### src/rtl/core_issue_sched_pkg.sv
// Shared issue-stage definitions: latency-class codes, register-file geometry
// and the flat per-slot view the scheduler works on.
package core_issue_sched_pkg;

   localparam int NREG = 32;
   localparam int RW   = 5;

   // Latency classes carried with each instruction from decode.
   localparam logic [1:0] CLS_ALU  = 2'd0;
   localparam logic [1:0] CLS_LSU  = 2'd1;
   localparam logic [1:0] CLS_MUL  = 2'd2;
   localparam logic [1:0] CLS_LONG = 2'd3;

   // One issue slot, gathered from the flat frontend ports.
   typedef struct packed {
      logic                valid;
      logic [1:0][RW-1:0] src;
      logic [RW-1:0]       dst;
      logic [1:0]          cls;
      logic                single;
   } slot_t;

   // True when the slot reads a nonzero register r (RAW on r inside a pair).
   function automatic logic reads_reg(slot_t s, logic [RW-1:0] r);
      return (r != '0) && ((s.src[0] == r) || (s.src[1] == r));
   endfunction

endpackage

### src/rtl/core_issue_scoreboard.sv
// Register scoreboard: per-register 2-bit countdown plus a long-pending bit,
// four ready lookups, two issue update ports, one long writeback release port.
module core_issue_scoreboard
   import core_issue_sched_pkg::*;
#(
   parameter logic [1:0] LONG_CLASS = CLS_LONG
)(
   input  logic                 clk,
   input  logic                 rst_n,
   input  logic [3:0][RW-1:0]   i_rd_reg,
   output logic [3:0]           o_rd_ready,
   input  logic [1:0]           i_upd_en,
   input  logic [1:0][RW-1:0]   i_upd_reg,
   input  logic [1:0][1:0]      i_upd_cls,
   input  logic                 i_rel_en,
   input  logic [RW-1:0]        i_rel_reg,
   input  logic                 i_stall,
   input  logic                 i_flush,
   output logic                 o_long_busy
);

   logic [NREG-1:0][1:0] r_cnt;
   logic [NREG-1:0]      r_lp;
   logic                 r_long_busy;

   logic [1:0]           w_wr_en;
   logic                 w_long_set;

   // Ready lookup: register 0 is hardwired ready.
   always_comb begin
      for (int i = 0; i < 4; i++) begin
         o_rd_ready[i] = (i_rd_reg[i] == '0) ||
                         ((r_cnt[i_rd_reg[i]] == 2'd0) && !r_lp[i_rd_reg[i]]);
      end
   end

   // Younger slot wins when both slots target the same register; the long
   // unit still becomes occupied if the older slot started a LONG op.
   always_comb begin
      w_wr_en[1] = i_upd_en[1];
      w_wr_en[0] = i_upd_en[0] && !(i_upd_en[1] && (i_upd_reg[1] == i_upd_reg[0]));
      w_long_set = (i_upd_en[0] && (i_upd_cls[0] == LONG_CLASS)) ||
                   (i_upd_en[1] && (i_upd_cls[1] == LONG_CLASS));
   end

   // Scoreboard state: flush/reset clear everything; otherwise decrement,
   // then release, then issue loads (later assignments take priority).
   always_ff @(posedge clk) begin
      if (!rst_n || i_flush) begin
         r_cnt       <= '0;
         r_lp        <= '0;
         r_long_busy <= 1'b0;
      end else begin
         if (!i_stall) begin
            for (int r = 0; r < NREG; r++) begin
               if (r_cnt[r] != 2'd0) r_cnt[r] <= r_cnt[r] - 2'd1;
            end
         end
         if (i_rel_en) begin
            r_lp[i_rel_reg] <= 1'b0;
            r_long_busy     <= 1'b0;
         end
         if (w_long_set) r_long_busy <= 1'b1;
         for (int k = 0; k < 2; k++) begin
            if (w_wr_en[k]) begin
               if (i_upd_cls[k] == LONG_CLASS) r_lp[i_upd_reg[k]]  <= 1'b1;
               else                            r_cnt[i_upd_reg[k]] <= i_upd_cls[k];
            end
         end
      end
   end

   assign o_long_busy = r_long_busy;

endmodule

### src/rtl/core_issue_sched.sv
// Dual-slot in-order issue scheduler. Decides combinationally which of the two
// frontend slots issue this cycle against a registered register scoreboard.
module core_issue_sched
   import core_issue_sched_pkg::*;
#(
   parameter logic [1:0] LONG_CLASS = CLS_LONG
)(
   input  logic                  clk,
   input  logic                  rst_n,
   input  logic [1:0]            inst_valid_i,
   input  logic [1:0][1:0][4:0]  r_reg_i,
   input  logic [1:0][4:0]       w_reg_i,
   input  logic [1:0][1:0]       lat_class_i,
   input  logic [1:0]            single_i,
   input  logic                  stall_i,
   input  logic                  flush_i,
   input  logic                  long_done_i,
   input  logic [4:0]            long_done_reg_i,
   output logic [1:0]            issue_o,
   output logic [1:0]            ex_valid_o
);

   slot_t [1:0]         w_slot;
   logic  [3:0][RW-1:0] w_rd_reg;
   logic  [3:0]         w_rd_ready;
   logic                w_long_busy;
   logic  [1:0]         w_issue;
   logic  [1:0]         w_upd_en;
   logic  [1:0]         r_ex_valid;

   // Flat port fields gathered into slot records; no decoding here.
   always_comb begin
      for (int k = 0; k < 2; k++) begin
         w_slot[k].valid  = inst_valid_i[k];
         w_slot[k].src    = r_reg_i[k];
         w_slot[k].dst    = w_reg_i[k];
         w_slot[k].cls    = lat_class_i[k];
         w_slot[k].single = single_i[k];
      end
      w_rd_reg = {w_slot[1].src[1], w_slot[1].src[0],
                  w_slot[0].src[1], w_slot[0].src[0]};
   end

   core_issue_scoreboard #(.LONG_CLASS(LONG_CLASS)) u_sb (
      .clk         (clk),
      .rst_n       (rst_n),
      .i_rd_reg    (w_rd_reg),
      .o_rd_ready  (w_rd_ready),
      .i_upd_en    (w_upd_en),
      .i_upd_reg   ({w_slot[1].dst, w_slot[0].dst}),
      .i_upd_cls   ({w_slot[1].cls, w_slot[0].cls}),
      .i_rel_en    (long_done_i),
      .i_rel_reg   (long_done_reg_i),
      .i_stall     (stall_i),
      .i_flush     (flush_i),
      .o_long_busy (w_long_busy)
   );

   // Issue decision: slot 1 only pairs behind an issuing slot 0, so the mask
   // is always 00, 01 or 11.
   always_comb begin
      w_issue    = 2'b00;
      w_issue[0] = rst_n && w_slot[0].valid && !stall_i && !flush_i &&
                   w_rd_ready[0] && w_rd_ready[1] &&
                   ((w_slot[0].cls != LONG_CLASS) || !w_long_busy);
      w_issue[1] = w_issue[0] && w_slot[1].valid &&
                   !w_slot[0].single && !w_slot[1].single &&
                   w_rd_ready[2] && w_rd_ready[3] &&
                   !reads_reg(w_slot[1], w_slot[0].dst) &&
                   !((w_slot[0].cls != CLS_ALU) && (w_slot[1].cls != CLS_ALU));
      for (int k = 0; k < 2; k++) begin
         w_upd_en[k] = w_issue[k] && (w_slot[k].dst != '0);
      end
   end

   assign issue_o = w_issue;

   // Issued mask handed to execute one cycle later.
   always_ff @(posedge clk) begin
      if (!rst_n || flush_i) r_ex_valid <= 2'b00;
      else                   r_ex_valid <= w_issue;
   end

   assign ex_valid_o = r_ex_valid;

endmodule
### config.mk
export PLATFORM = sky130hd
export DESIGN_NAME = core_issue_sched
export DESIGN_NICKNAME = d
export VERILOG_FILES = /design/src/rtl/core_issue_sched_pkg.sv /design/src/rtl/core_issue_scoreboard.sv /design/src/rtl/core_issue_sched.sv
export SDC_FILE = /design/constraint.sdc
export NUM_CORES = 1
export LEC_CHECK = 0
export BUFFER_PORTS_ARGS = -buffer_cell sky130_fd_sc_hd__buf_2
export CORE_MARGIN = 10
export CORE_UTILIZATION = 35
export CTS_CLUSTER_SIZE = 25
export DETAILED_ROUTE_END_ITERATION = 6
export PLACE_DENSITY = 0.55
export SYNTH_ARGS = -nofsm -noshare
export SYNTH_HDL_FRONTEND = slang
export SYNTH_SLANG_ARGS = --single-unit
### constraint.sdc
create_clock -name clk -period 6.39 [get_ports clk]
set_input_delay 1.5975 -clock clk [delete_from_list [all_inputs] [get_ports clk]]
set_output_delay 1.5975 -clock clk [all_outputs]
set_load 0.005 [all_outputs]
==> flow_summary.toml, run 1 <==
[outcome]
status = "finished clean"

[critical_path]
crit_family = "simple AND/OR/NAND/NOR gates"
cp_data_arrival_time_ns = 4.13
endpoint_kind = "output port"
crit_chain = "buf_2, nor3_2, nand2_1, a41oi_1, nand4b_1, nand4bb_4, nor3_2, buf_2"
slowest_stage = "nor3_2"
crit_required_ns = 4.79
path_max_fanout = 14
critPathBufInv = 2
regToRegSetupSlack_ns = 2.52
critPathLaunchType = "primary input"
crit_type = "in2out"
cpPeakStageDelay_ns = 0.52

[global_routing]
overflow = 0
grtUsageTotal = 0.267
grt_pass1_vias = 8802
grt_max_degree = 91
grt_pass1_wl_um = 58600
antenna_found_initial = 0

[pwr]
p_leak_nw = 2.95
finalPower_w = 0.00143
p_per_area_nw_per_um2 = 163
vdd_drop_max_mv = 0.0946

[clock_tree]
cts_hold_buf = 0
numClockSinks = 99
cts_inserted_buffers = 9
path_clk_slew_ns = 0.08
htreeDepth = 3
root_buffer = "clkbuf_16"
cts_resized = 0
clk_latency_ns = 0.37
post_cts_buffers = 0
cts_max_path_buffers = 2
cts_tree = "done"

[cells_and_area]
fillers = 2437
diodes = 0
final_layout_size_suffix_gt1_frac = 0.127
multiInputGateArea_sq_um = 5590
regArea_sq_um = 1980
nets = 1155
area_growth_pct = 9.00
fin_cells = 1397

[sta]
clock.fmax_mhz = 175
whs_ns = 0.472
setup_violations = 0
fin_crit_ns = 5.73
setup_slack_ns = 0.663
setup_tns_ns = 0
min_period_over_period = 0.896
rsz0062_at_grt = "no"
worst_pin_slew_ns = 1.08
final.setup_skew_ns = 0.0116
hold_viol_final = 0
maxSlewViolCount = 0
relSlewSlack = 0.277

[yosys]
ys.warnings.count = 0
synth-main-ff-cell = "dfxtp_1"
seq_area_frac_synth = 0.247
synth_area_leaders = "dfxtp_1 25%, o21ai_0 7.0%, nand2_1 6.1%"
synth-async-reset-ratio = 0
ys_ff_latch = 99
yosys.area.top_type = "dfxtp_1"
synth_edf_count = 0
syn-cell-area_sq_um = 8020
synthesis.nets = 1154
synth_cell_types = 88
syn_avg_cell_area_sq_um = 7.25
synth_top_area_share = 0.247
syn_inst = 1106

[die]
die_h_um = 171
die_area_sq_um = 29400
fp.dieW_um = 171
start_util = 0.355
core_region_area_sq_um = 22600
rows = 55
io_pins = 52

[drt]
final_antenna_net_count = 0
drcViolationCount = 0
vias_per_cell = 6.86
first_pass_iters = 7
routed-wl-met3_um = 4480
wl_per_cell_um = 28.7
drtIter0Drc = 1448
drt-total-wl_um = 40200
route.met2.wl_um = 16800
drt-met1-wl_um = 16500
top_layer_used = "met4"
vias = 9589

[hold_path]
hold_path_class = "reg2reg"

[placement]
place_hpwl_um = 29600
dp_cells = 1381
io_buffers = 51
place_ws_ns = 0.751
gp_congestion = 1.04

[run]
cap_violations = 0
## cells in the mapped netlist, drive strengths merged, types with 9 or more instances
library cell / number
nand3: 95
nand4: 16
clkbuf: 55
nor2b: 17
a31o: 10
a31oi: 35
nor2: 65
nor4b: 11
nor3: 40
nand2b: 12
o21ai: 112
o211ai: 33
nand4b: 12
nor3b: 20
nor4: 20
dfxtp: 99
a21oi: 38
or3: 14
o221ai: 15
mux2i: 22
buf: 33
inv: 18
nand2: 134
o22ai: 9
## layout by cell type, fill, tap and decap left out, types with 12 or more instances in the layout
| cell | netlist | final |
|---|---|---|
| a21oi_1 | 38 | 38 |
| a31oi_1 | 35 | 35 |
| buf_2 | 19 | 51 |
| buf_4 | 2 | 27 |
| dfxtp_1 | 99 | 99 |
| inv_1 | 17 | 17 |
| mux2i_1 | 22 | 22 |
| nand2_1 | 131 | 131 |
| nand2b_1 | 12 | 12 |
| nand3_1 | 94 | 94 |
| nand4_1 | 16 | 16 |
| nand4b_1 | 12 | 12 |
| nor2_1 | 65 | 64 |
| nor2b_1 | 17 | 16 |
| nor3_1 | 36 | 36 |
| nor3b_1 | 20 | 20 |
| nor4_1 | 18 | 18 |
| o211ai_1 | 32 | 32 |
| o21ai_0 | 112 | 112 |
| o221ai_1 | 15 | 15 |
| or3_1 | 12 | 12 |
## path summary, 6_finish.rpt
kind | from | to | depth (start not counted)
setup reg to reg | u_sb.r_cnt[58] | u_sb.r_cnt[61] | 10
hold reg to reg | u_sb.r_cnt[0] | u_sb.r_cnt[0] | 2
hold / removal | u_sb.r_cnt[0] | u_sb.r_cnt[0] | 2
setup / recovery | w_reg_i[2] | issue_o[1] | 8
## power breakdown
| group | switching (W) | total, W | internal (W) | leakage (nW) |
|---|---|---|---|---|
| Clock | 0.000285 | 0.000563 | 0.000278 | 0.132 |
| Combinational | 0.000183 | 0.000248 | 0.0000654 | 2.02 |
| Sequential | 0.000000389 | 0.000617 | 0.000617 | 0.797 |
| Total | 0.000468 | 0.00143 | 0.000959 | 2.95 |
## registers in the layout, summed over array words and instances (netlist names)
name,flops
ex_valid_o,2
u_sb.r_lp,32
u_sb.o_long_busy,1
u_sb.r_cnt,64
## metal layers
layer  vias to the layer above  track usage
li1                       4219            -
met1                      4508        0.358
met2                       704        0.388
met3                       158       0.0552
met4                         0        0.151
met5                         -            0
## worst reg2reg max path, cell delays in order, from the launching register on
cell       delay [ns]
dfxtp_1          0.35
nor3_1           0.71
a32oi_1          0.21
o221a_2          0.17
o311ai_1         0.64
nand4bb_4        0.25
o211a_1          0.48
buf_4            0.36
a31oi_1          0.22
a211oi_1         0.07
mux2_1           0.32
## stage by stage
step	area [sq um]	util
4_1_cts	8740	0.387
3_5_place_dp	8460	0.375
3_3_place_gp	8460	0.375
5_1_grt	8740	0.387
2_1_floorplan	8020	-
6_report	8740	0.387
## final cells by class
type | instances | share of cell area
clock buffers | 11 | 0.0278
flip-flops and latches | 99 | 0.227
repair buffers | 78 | 0.0524
clock inverters | 5 | 0.00429
inverters | 20 | 0.00859
well taps | 285 | 0.0408
multi-input cells | 899 | 0.639
## cells by family after synthesis
| logic type | count (synthesis) | share of synthesized area |
|---|---|---|
| mux | 28 | 0.0429 |
| xor+xnor | 14 | 0.0153 |
| compound gates | 349 | 0.294 |
| buf+inv | 108 | 0.0582 |
| simple gates | 508 | 0.343 |
| flops | 99 | 0.247 |
(Power assumes the default switching activity.)
==> inputs of run 2 (changes only) <==
--- a/config.mk
+++ b/config.mk
@@ -8,7 +8,6 @@
 export BUFFER_PORTS_ARGS = -buffer_cell sky130_fd_sc_hd__buf_2
 export CORE_MARGIN = 10
 export CORE_UTILIZATION = 35
-export CTS_CLUSTER_SIZE = 25
 export DETAILED_ROUTE_END_ITERATION = 6
 export PLACE_DENSITY = 0.55
 export SYNTH_ARGS = -nofsm -noshare
==> constraint.sdc (replaced) <==
create_clock -name clk -period 6.7 [get_ports clk]
set_input_delay 1.675 -clock clk [delete_from_list [all_inputs] [get_ports clk]]
set_output_delay 1.675 -clock clk [all_outputs]
set_load 0.005 [all_outputs]
==> run 2 against run 1 <==
Effect of this change:
- via count fell by 1.0%
- critical path depth stayed put
- routed wire length down 1.8%
- combinational power down 5%
- register-to-register slack worse by 0.31 ns
- global-route usage down 0.45 points
- count of clock-buffer cells in the layout is 1 lower
- sequential power down 4.7%
- largest power group is now clock
- highest routed layer unchanged
==> flow_summary.toml, run 2 (synthesized netlist as in run 1, its figures left out) <==
[outcome]
status = "finished clean"

[cells_and_area]
final_cell_area_sq_um = 8750
largest-register = "u_sb.r_cnt"
nets = 1150
layout_commonest_cell = "nand2_1"
final_layout_size_suffix_gt1_frac = 0.124
fin_cells = 1392
largest_reg_flops = 64
multiInputGateArea_sq_um = 5590
area_growth_pct = 9.11
mostFrequentLayoutCells = "131 x nand2_1, 112 x o21ai_0, 99 x dfxtp_1"
regArea_sq_um = 1980
diodes = 0
fillers = 2402

[pwr]
vdd_drop_max_mv = 0.0905
p_per_area_nw_per_um2 = 163
p_leak_nw = 2.96

[sta]
setup_tns_ns = 0
setup_violations = 0
min_period_over_period = 0.867
worst_pin_slew_ns = 1.28
maxSlewViolCount = 0
fin_crit_ns = 5.81
hold_viol_final = 0
final.setup_skew_ns = 0.00844
setup_slack_ns = 0.894
relSlewSlack = 0.142
clock.fmax_mhz = 172
rsz0062_at_grt = "no"
whs_ns = 0.469

[clock_tree]
cts_inserted_buffers = 9
cts_hold_buf = 0
root_buffer = "clkbuf_16"
clk_latency_ns = 0.37
cts_tree = "done"
path_clk_slew_ns = 0.07
cts_max_path_buffers = 2
htreeDepth = 3
numClockSinks = 99
cts_resized = 0
post_cts_buffers = 0

[drt]
drtIter0Drc = 1678
drcViolationCount = 0
drt-total-wl_um = 39400
vias = 9491
vias_per_cell = 6.82
final_antenna_net_count = 0
wl_per_cell_um = 28.3
first_pass_iters = 5

[global_routing]
grt_pass1_wl_um = 57400
grt_pass1_vias = 8490
overflow = 0
grt_max_degree = 91
antenna_found_initial = 0
grtUsageTotal = 0.262

[critical_path]
crit_required_ns = 5.03
cp_data_arrival_time_ns = 4.13
crit_top_cell = "buf_2"
critPathLaunchType = "primary input"
crit_start = "r_reg_i[0]"
slowest_stage = "or4b_1"
reg2reg_from = "u_sb.r_cnt[56]"
crit_type = "in2out"
endpoint_kind = "output port"
crit_chain = "buf_2, or4b_1, a22oi_1, o221ai_1, a32oi_1, nand4_1, nor3_2, buf_2"
cpPeakStageDelay_ns = 0.52
path_max_fanout = 18

[placement]
dpl_cell_area_sq_um = 8420
gp_congestion = 1.06
place_hpwl_um = 29100
io_buffers = 51
place_ws_ns = 0.972
dp_cells = 1376

[die]
fp.dieW_um = 171
io_pins = 52
core_region_area_sq_um = 22600
die_h_um = 171
die_area_sq_um = 29400
rows = 55
start_util = 0.355

[run]
cap_violations = 0

[hold_path]
hold_start = "u_sb.r_cnt[1]"
hold_path_class = "reg2reg"
-- run 2: changes by cell type in the layout (fill, tap and decap cells not counted), sizes merged --
cell	change
bufinv	+2
clkinvlp	-2
buf	-5
clkbuf	-1
clkinv	+1
-- run 2: final cells by class --
type	instances	share of cell area
clock buffers	10	0.0273
well taps	285	0.0407
multi-input cells	899	0.639
inverters	20	0.00858
repair buffers	73	0.0480
clock inverters	6	0.0100
flip-flops and latches	99	0.226
-- run 2: per-layer routing --
metal  vias to the layer above  GRT usage  share of wire  routed length [um]
li1                       4218          -              -                   -
met1                      4512      0.359           0.42               16400
met2                       640      0.380           0.42               16400
met3                       121     0.0591           0.12                4620
met4                         0      0.123          0.050                1970
met5                         -          0              0                   0
-- run 2: final timing paths --
| check | end | slack, ns | cells after the start |
|---|---|---|---|
| max | issue_o[1] | 0.89 | 8 |
| min | u_sb.r_cnt[0] | 0.47 | 2 |
| max reg2reg | u_sb.r_lp[18] | 2.21 | 9 |
| min reg2reg | u_sb.r_cnt[0] | 0.47 | 2 |
-- run 2: per-stage QoR --
step	utilization	total power [W]
after floorplan	-	0.000743
after global routing	0.388	0.00146
after detailed placement	0.373	0.000828
after global placement	0.373	0.000828
final	0.388	0.00143
after CTS	0.388	0.00142
-- run 2: critical path, delay by kind of cell --
family	cells	cell delay [ns]
and+or+nand+nor	3	1.32
AOI/OAI and AO/OA	3	0.63
buffers and inverters	2	0.50
-- run 2: where the power goes --
group	internal, W	switching [W]	leakage [nW]
Combinational	0.0000623	0.000174	2.00
Sequential	0.000588	0.000000354	0.797
Clock	0.000339	0.000266	0.163
Total	0.000989	0.000440	2.96
